**src/rtl/alu_pkg.sv**
```systemverilog
// ============================================================================
// Module : alu_pkg
// Brief  : Shared opcode constants and sequencer state encoding.
// Rev    : 1.0  initial release
// ============================================================================
`default_nettype none

package alu_pkg;

   // Opcodes follow the mux bank input order i0..i7.
   localparam logic [2:0] OP_0 = 3'd0;
   localparam logic [2:0] OP_1 = 3'd1;
   localparam logic [2:0] OP_2 = 3'd2;
   localparam logic [2:0] OP_3 = 3'd3;
   localparam logic [2:0] OP_4 = 3'd4;
   localparam logic [2:0] OP_5 = 3'd5;
   localparam logic [2:0] OP_6 = 3'd6;
   localparam logic [2:0] OP_7 = 3'd7;

   typedef logic [1:0] state_t;

   localparam state_t IDLE   = 2'd0;
   localparam state_t SETTLE = 2'd1;
   localparam state_t HOLD   = 2'd2;

endpackage

`default_nettype wire

```
**src/rtl/alu_op_sequencer.sv**
```systemverilog
// ============================================================================
// Module : alu_op_sequencer
// Brief  : Launches operands/select onto the ALU mux bank, waits a settle
//          time, then captures result and flags on a valid/ready output.
// Rev    : 1.0  initial release
// ============================================================================
`default_nettype none

module alu_op_sequencer
   import alu_pkg::*;
#(
   parameter int unsigned WIDTH         = 8,
   parameter int unsigned SETTLE_CYCLES = 1,
   parameter int unsigned CNT_W         = 16
) (
   input  logic             clk,
   input  logic             rst_n,
   input  logic             in_valid,
   output logic             in_ready,
   input  logic [2:0]       in_op,
   input  logic [WIDTH-1:0] in_a,
   input  logic [WIDTH-1:0] in_b,
   output logic [WIDTH-1:0] alu_a,
   output logic [WIDTH-1:0] alu_b,
   output logic [2:0]       sel,
   input  logic [WIDTH-1:0] alu_r,
   input  logic             alu_cout,
   output logic             out_valid,
   input  logic             out_ready,
   output logic [WIDTH-1:0] out_result,
   output logic             out_zero,
   output logic             out_carry,
   output logic [CNT_W-1:0] op_count
);

   localparam logic [3:0] CNT_INIT = 4'(SETTLE_CYCLES - 1);

   state_t     state;
   logic [3:0] cnt;

   assign in_ready = (state == IDLE);

   always_ff @(posedge clk or negedge rst_n) begin
      if (!rst_n) begin
         state      <= IDLE;
         cnt        <= 4'd0;
         sel        <= 3'd0;
         alu_a      <= '0;
         alu_b      <= '0;
         out_valid  <= 1'b0;
         out_result <= '0;
         out_zero   <= 1'b0;
         out_carry  <= 1'b0;
         op_count   <= '0;
      end else begin
         case (state)
            IDLE: begin
               if (in_valid) begin
                  alu_a <= in_a;
                  alu_b <= in_b;
                  sel   <= in_op;
                  cnt   <= CNT_INIT;
                  state <= SETTLE;
               end
            end
            SETTLE: begin
               // Capture on the last settle cycle; the mux bank output is
               // assumed stable only once the counter has drained.
               if (cnt != 4'd0) begin
                  cnt <= cnt - 4'd1;
               end else begin
                  out_result <= alu_r;
                  out_zero   <= (alu_r == '0);
                  out_carry  <= alu_cout;
                  out_valid  <= 1'b1;
                  state      <= HOLD;
               end
            end
            HOLD: begin
               if (out_ready) begin
                  out_valid <= 1'b0;
                  op_count  <= op_count + CNT_W'(1);
                  state     <= IDLE;
               end
            end
            default: state <= IDLE;
         endcase
      end
   end

endmodule

`default_nettype wire

```
**config.mk**
```make
export PLATFORM = sky130hd
export DESIGN_NAME = alu_op_sequencer
export DESIGN_NICKNAME = d
export VERILOG_FILES = /design/src/rtl/alu_pkg.sv /design/src/rtl/alu_op_sequencer.sv
export SDC_FILE = /design/constraint.sdc
export NUM_CORES = 1
export LEC_CHECK = 0
export CAP_MARGIN = 10
export CORE_AREA = 8 8 83 85
export DETAILED_ROUTE_END_ITERATION = 8
export DIE_AREA = 0 0 91 93
export PLACE_DENSITY = 0.69
export SLEW_MARGIN = 20
export SYNTH_ARGS = -nofsm -noshare
export SYNTH_HDL_FRONTEND = slang
export SYNTH_SLANG_ARGS = --single-unit
export TNS_END_PERCENT = 30
```
**constraint.sdc**
```tcl
create_clock -name clk -period 1.9 [get_ports clk]
set_input_delay 0.38 -clock clk [delete_from_list [all_inputs] [get_ports clk]]
set_output_delay 0.38 -clock clk [all_outputs]
set_load 0.03 [all_outputs]
```
==> run metrics, run 1 <==
cells on worst reg2reg path=5; # diodes=0; die width=91 um; maximum vdd drop=0.899 mV; final wirelength=4.67 mm; root buffer selected by CTS=clkbuf_8; row cnt=28; clk sinks=52; worst r2r src=cnt[0]$_DFFE_PN0P_; GRT Overall Usage=0.113; Mapped Nets=around 200; Cells after DPL=between 300 and 400; Die ar.=8460 um^2; max incr delay on CP=0.71 ns; TritonCTS clock tree=done; Crit Path Class=flip-flop to primary output; top cell type's share of synthesized area=0.595; commonest non-fill, non-tap cells in the layout=clkdlybuf4s50_1, dfrtp_1, mux2_2, nand2_1, xnor2_1; Req. time, crit path=1.52 ns; status=completed; DR pass1 iterations=4; commonest non-fill, non-tap cell in the layout=clkdlybuf4s50_1; PortBufs=78; Std-Cell Core Area=roughly 5700 um^2; reg2reg setup slack=0.15 ns; largest net degree at the start of global routing=53; minimum clock period=about 1.8 ns; worst-path fanout max=6; Die Y=93 um; Setup violations, final=0; initial antenna violation count=0; Final GP Congestion=approximately 0.74; Ports=79; Initial Util=0.385; total gr overflow=0; Worst-Skew Late Latency=0.30 ns; CTS clock-pin slew for the worst setup and hold paths=0.09 ns; Syn Area/Cell=about 14 um^2; class of the tightest hold or removal check=input port to asynchronous set/reset pin; drt drc=0; area leader, netlist=dfrtp_1; htree depth=2; via/cell ratio=4.68; Initial DRC Count=36; share of cells above drive strength 1=0.204; Placed Instance Area=3110 um^2; final hold viol count=0; Post-synth EDFFs=0; Final Cycle Share=0.969; Setup Skew=0.00425 ns; Post-Layout Inst Area=3200 um^2; vias in the first global route=1652; total CTS buffers=5; Post-Layout Cell Count=325; CTS max path bufs=2; Slowest-stage cell, CP=clkdlybuf4s50_1; arrival time worst endpoint=1.46 ns; Seq/Total Area, Yosys=0.595; Power Density=1590 nW/um^2; Slew Viols, Final=0; detailed placement HPWL=3.54 mm; Final nets=284; vias post-DR=1520; DR WL/cell=~14 um; ANT nets after route=0; Post-Syn Instances=160; post-synthesis cell type count=28; Yosys reg bits=52; critical path endpoint category=primary output; RSZ-0062 raised after global routing=false; YS warnings=0; Worst-Margin Slew=approximately 0.36 ns; Setup WS post-layout=0.0591 ns; crit-path cells=clkdlybuf4s50_1; Top delay family on crit path=buffers and inverters; ys flop type=dfrtp_1; Max Cap Viol=0; fmax=543 MHz; Pwr Total=5.07 mW; post-place setup slack=-0.0456 ns; crit path launch type=flip-flop; Pleak=1.40 nW; Crit Reg-Reg Endpoint=out_result[4]$_DFFE_PN0P_; first-pass GRT wire length=7.91 mm; largest cells by area after synthesis=dfrtp_1, mux2_2, mux2_4; Syn-to-layout area delta=46.2%; Critical path buffers and inverters=1; asr flop ratio synth=1.00; relative slew slack=0.757; Syn Std Cell Area=2190 um^2
==> routing by layer <==
metal / share of wire / up-vias / GRT usage
met5: 0 / - / 0
met4: 0.0041 / 0 / 0.0246
met3: 0.11 / 2 / 0.0641
met2: 0.44 / 54 / 0.175
met1: 0.45 / 727 / 0.135
li1: - / 737 / -
==> area by class of cell <==
cell class                 count  area, um^2
inverter                       4        15.0
tap                           75        93.8
fill                         511        2480
sequential                    52        1300
multi-input combinational    100         847
clock buffer                   8        90.1
timing repair buffer          86         851
==> logic make-up after synthesis <==
group,after synthesis,share of synthesized area
AOI/OAI and AO/OA,6,0.0160
buffers and inverters,8,0.0189
DFF,52,0.595
adders and majority gates,3,0.0172
and+or+nand+nor,45,0.125
xor gates and xnor gates,17,0.0681
muxes,29,0.160
==> Yosys cell counts (2+ instances only) <==
library cell / count
buf_2: 2
dfrtp_1: 52
ha_1: 3
inv_1: 4
mux2_2: 23
mux2_4: 6
nand2_1: 10
nand2b_1: 2
nand3_1: 8
nand4_1: 3
nor2_1: 6
nor3_1: 4
nor4_1: 3
nor4_2: 2
o21ai_0: 4
xnor2_1: 9
xor2_1: 8
==> worst reg2reg max path, delay by kind of cell, from the launching register on <==
kind | cells | cell delay, ns
buffers and inverters | 1 | 0.12
and+or+nand+nor | 2 | 0.65
adders and majority gates | 1 | 0.15
muxes | 1 | 0.33
DFF | 1 | 0.38
==> through the flow <==
stage | util | hold WS [ns] | setup TNS, ns
2_1_floorplan | - | 0.0844 | 0
5_1_grt | 0.563 | 0.0682 | 0
3_3_place_gp | 0.547 | 0.398 | 0
6_report | 0.563 | 0.0543 | 0
4_1_cts | 0.563 | 0.0619 | 0
3_5_place_dp | 0.547 | 0.395 | -0.135
==> worst max path at each step <==
stage	slack [ns]	to	cells past startpoint	from
2_1_floorplan	0.22	out_carry$_DFFE_PN0P_	6	cnt[0]$_DFFE_PN0P_
3_3_place_gp	0.02	op_count[14]$_DFFE_PN0P_	5	out_ready
3_5_place_dp	-0.05	op_count[12]$_DFFE_PN0P_	5	out_ready
4_1_cts	0.01	in_ready	2	state[1]$_DFFE_PN0P_
5_1_grt	0.02	op_count[0]	1	op_count[0]$_DFFE_PN0P_
6_report	0.06	op_count[3]	1	op_count[3]$_DFFE_PN0P_
==> sequential cells by signal, indices dropped and copies added, names as in the netlist <==
name and flops:
op_count 16, alu_a 8, alu_b 8, out_result 8, cnt 4, sel 3
state 2, out_carry 1, out_valid 1, out_zero 1
==> power breakdown <==
part / total, mW / internal, mW / switching [mW]
registers: 1.76 / 1.53 / 0.235
clock network: 0.639 / 0.298 / 0.341
logic: 2.67 / 1.29 / 1.38
total: 5.07 / 3.11 / 1.96
==> what timing repair did <==
item,4_1_cts,5_1_grt
gates resized for setup,0,1
hold buffers,0,0
buffers inserted,0,0
setup endpoints to repair,0,1
(Power assumes the default switching activity.)
==> inputs of run 2 (changes only) <==
Settings changed: CORE_AREA 8 8 83 85 to 8 8 80 82, DIE_AREA 0 0 91 93 to 0 0 88 90, PLACE_DENSITY 0.69 to 0.74, SKIP_LAST_GASP set to 1.
==> run 2 against run 1 <==
Compared with the run above: register-to-register slack better by 0.02 ns; combinational power hardly changed; clock-buffer cell count is 2 lower; critical endpoint unchanged; largest power group unchanged.
==> run metrics, run 2 (synthesized netlist as in run 1, its figures left out) <==
status=completed; row cnt=27 (-3.6%); Power Density=1590 nW/um^2 (+0.48%); DR WL/cell=14.4 um (+0.51%); vias post-DR=1528 (+0.53%); relative slew slack=0.746 (-0.0107); DR pass1 iterations=4 (unchanged); Final nets=283 (-0.35%); Pwr Total=5.08 mW (+0.20%); drt drc=0 (unchanged); fin util=0.609 (+0.0456); htree depth=2 (unchanged); ANT nets after route=0 (unchanged); Syn-to-layout area delta=45.8%; Std-Cell Core Area=5240 um^2 (-7.7%); Setup WS post-layout=0.0626 ns (+0.00349 ns); Pleak=1.40 nW (unchanged); Worst-Skew Late Latency=0.30 ns (about the same); maximum vdd drop=0.877 mV (-2.4%); Worst-Margin Slew=0.378 ns (+0.0160 ns); die width=88 um (-3.3%); Initial Util=0.418 (+0.0323); root buffer selected by CTS=clkbuf_8; total CTS buffers=5 (unchanged); commonest non-fill, non-tap cell in the layout=clkdlybuf4s50_1; post-place setup slack=-0.0380 ns (+0.00767 ns); final wirelength=4.63 mm (-0.73%); arrival time worst endpoint=1.46 ns (about the same); Biggest register=op_count; max incr delay on CP=0.72 ns (about the same); max FFs per register=16 (unchanged); Setup Skew=0.00824 ns (+0.00399 ns); Ports=79 (unchanged); Cells after DPL=313 (-1.3%); critical path endpoint category=primary output; Final GP Congestion=0.768 (+3.3%); crit-path cells=clkdlybuf4s50_1; Die ar.=7920 um^2 (-6.4%); Max Cap Viol=0 (unchanged); Filler cells=441 (-14%); hold-fix buffers at CTS=0 (unchanged); Die Y=90 um (-3.2%); Slew Viols, Final=0 (unchanged); initial antenna violation count=0 (unchanged); Top delay family on crit path=buffers and inverters; Crit Path Class=flip-flop to primary output; GRT Overall Usage=0.122 (+0.00899); # diodes=0 (unchanged); Placed Instance Area=3090 um^2 (-0.36%); TritonCTS clock tree=done; CTS max path bufs=2 (unchanged); Slowest-stage cell, CP=clkdlybuf4s50_1; first-pass GRT wire length=7.75 mm (-2.1%); commonest non-fill, non-tap cells in the layout=clkdlybuf4s50_1, dfrtp_1, mux2_2, nand2_1, xnor2_1; fmax=544 MHz (+0.19%); worst-path fanout max=6 (unchanged); setup TNS=0 ns (unchanged); via/cell ratio=4.76 (+1.8%); crit path launch type=flip-flop; Post-Layout Cell Count=321 (-1.2%); vias in the first global route=1619 (-2.0%); clk sinks=52 (unchanged); total gr overflow=0 (unchanged); PortBufs=78 (unchanged); class of the tightest hold or removal check=input port to asynchronous set/reset pin; hold slack=0.0519 ns (-0.00237 ns); Post-Layout Inst Area=3190 um^2 (-0.27%); CTS clock-pin slew for the worst setup and hold paths=0.09 ns (about the same); detailed placement HPWL=3.49 mm (-1.4%); final hold viol count=0 (unchanged); share of cells above drive strength 1=0.209 (+0.00484); Req. time, crit path=1.52 ns (about the same); Critical path buffers and inverters=1 (unchanged); largest net degree at the start of global routing=53 (unchanged); RSZ-0062 raised after global routing=true; Final Cycle Share=0.967 (-0.00184); minimum clock period=1.84 ns (-0.00349 ns); Initial DRC Count=37 (+2.8%); Setup violations, final=0 (unchanged)
## run 2: cell count changes in the layout (fill, tap and decap cells not counted), sizes merged
| cell | change |
|---|---|
| clkinv | +2 |
| buf | -1 |
| clkbuf | -2 |
## run 2: per-layer routing
layer	global-route usage	part of all wire	vias to the layer above
met5	0	0	-
met4	0.0301	0.0099	0
met3	0.0591	0.097	6
met2	0.188	0.46	46
met1	0.148	0.43	743
li1	-	-	733
## run 2: what timing repair did
action	4_1_cts	5_1_grt
endpoints found under the setup margin	0	2
gates resized for setup	0	1
buffers inserted	0	0
endpoints found under the hold margin	0	0
## run 2: final timing paths
| path | start | endpoint | slack (ns) | cells after the start |
|---|---|---|---|---|
| max in group asynchronous | rst_n | op_count[13]$_DFFE_PN0P_ | 1.61 | 2 |
| worst max register to register | cnt[0]$_DFFE_PN0P_ | out_result[3]$_DFFE_PN0P_ | 0.17 | 5 |
| min in group clk | op_count[15]$_DFFE_PN0P_ | op_count[15]$_DFFE_PN0P_ | 0.48 | 1 |
| worst min-delay path | rst_n | out_result[0]$_DFFE_PN0P_ | 0.05 | 2 |
| worst min register to register | op_count[15]$_DFFE_PN0P_ | op_count[15]$_DFFE_PN0P_ | 0.48 | 1 |
| worst max-delay path | op_count[3]$_DFFE_PN0P_ | op_count[3] | 0.06 | 1 |
## run 2: power by group
part | switching (mW) | internal, mW | total [mW]
clock network | 0.357 | 0.292 | 0.648
logic | 1.38 | 1.29 | 2.67
registers | 0.235 | 1.53 | 1.76
## run 2: cell type report
cell class                 count  area [um^2]  share of cell area
timing repair buffer          85          843               0.264
tap                           72         90.1              0.0282
clock buffer                   6         82.6              0.0259
sequential                    52         1300               0.408
multi-input combinational    100          847               0.266
inverter                       4         15.0             0.00471
clock inverter                 2         10.0             0.00314
==> RTL edit: new RTL, config.mk and constraints of run 2 <==
`WIDTH`: 8 -> 12.
--- a/src/rtl/alu_op_sequencer.sv
+++ b/src/rtl/alu_op_sequencer.sv
@@ -9,7 +9,7 @@
 module alu_op_sequencer
    import alu_pkg::*;
 #(
-   parameter int unsigned WIDTH         = 8,
+   parameter int unsigned WIDTH         = 12,
    parameter int unsigned SETTLE_CYCLES = 1,
    parameter int unsigned CNT_W         = 16
 ) (
Interface: changed (6 resized); port bits go from 79 to 103. The function was not compared with the original's and may differ.
==> RTL edit against run 2 <==
- total power increased by 29%
- sequential cell count up 12
- synthesized area grew 20%
- sequential power increased by 24%
- final area increased by 24%
- first-iteration DRC count is 8.1% higher
- critical endpoint is now op_count[6]
- setup slack worse by 0.0048 ns
- wire length rose by 34%
- largest power group unchanged
- count of clock-buffer cells in the layout up 6
==> RTL edit: results <==
set metrics [dict create \
    outcome "finished, final reports clean" \
    pre_cts_ws_ns 0.112 \
    grt_max_degree 30 \
    p_int_mw 3.98 \
    vias 2044 \
    seq_area_frac_synth_pct 61.1 \
    h-tree-depth 3 \
    tightest_slew_ns 0.583 \
    area_growth_pct 50.7 \
    nets 398 \
    switching_power_mw 2.60 \
    synth_common_cells "nand2_1, dfrtp_1, xnor2_1" \
    drive_gt1_share_pct 10.7 \
    syn_nets 288 \
    p_clk_mw 1.20 \
    p_leak_nw 1.88 \
    yosys-top-cells-area "dfrtp_1, nand2_1, xnor2_1" \
    wl_met1_mm 2.61 \
    io_buffer_count 102 \
    netlist_instances 241 \
    met2_usage_pct 25.0 \
    irDropWorstVdd_mv 1.06 \
    wl_met2_mm 2.87 \
    first_iter_violations 40 \
    comb_power_share_pct 48.5 \
    clkTransAtPathRegs_ns 0.07 \
    numCtsBuffers 9 \
    clock_skew_ns 0.00615 \
    wl_per_cell_um 14.6 \
    use_met1_pct 19.1 \
    dpl.hpwl_mm 4.68 \
    cpPeakStageDelay_ns 0.70 \
    gp_congestion 0.700 \
]
RTL edit: cell types whose count changed after synthesis, sizes merged, moves of 3 or more:
cell	change
nor3	-3
and4	+3
mux2	-15
clkbuf	+3
xor2	-3
dfrtp	+12
xnor2	+3
nand2	+80
RTL edit: cells by family (layout without fill, tap and decap cells):
| logic type | after synthesis | in the layout | synth area share, % |
|---|---|---|---|
| XOR/XNOR | 17 | 17 | 5.68 |
| multiplexers | 14 | 14 | 6.88 |
| flip-flops | 64 | 64 | 61.1 |
| AO/OA/AOI/OAI | 5 | 5 | 0.955 |
| buffers and inverters | 12 | 126 | 2.53 |
| AND/OR/NAND/NOR | 126 | 126 | 21.4 |
| adder cells (fa/ha/maj) | 3 | 3 | 1.43 |
RTL edit: final timing paths:
kind                       slack, ns  cells after the start                          to                    start
hold / removal                  0.04                      1     op_count[9]$_DFFE_PN0P_                    rst_n
setup reg to reg                0.16                      5  out_result[10]$_DFFE_PN0P_       cnt[0]$_DFFE_PN0P_
min in group clk                0.48                      2        alu_a[8]$_DFFE_PN0P_     alu_a[8]$_DFFE_PN0P_
max in group asynchronous       1.34                      2        alu_a[1]$_DFFE_PN0P_                    rst_n
setup / recovery                0.06                      1                 op_count[6]  op_count[6]$_DFFE_PN0P_
hold reg to reg                 0.48                      2        alu_a[8]$_DFFE_PN0P_     alu_a[8]$_DFFE_PN0P_
RTL edit: area by class of cell:
cell class              instances  area share [%]
flip-flops and latches         64            40.6
repair buffers                108            27.5
clock buffers                  12            4.18
multi-input cells             165            24.1
well taps                      72            2.28
inverters                       3           0.285
clock inverters                 3            1.01
RTL edit: what timing repair did:
item	in CTS	in global routing
hold endpoints to repair	0	0
resized for setup	1	1
cloned	0	0
endpoints found under the setup margin	1	1
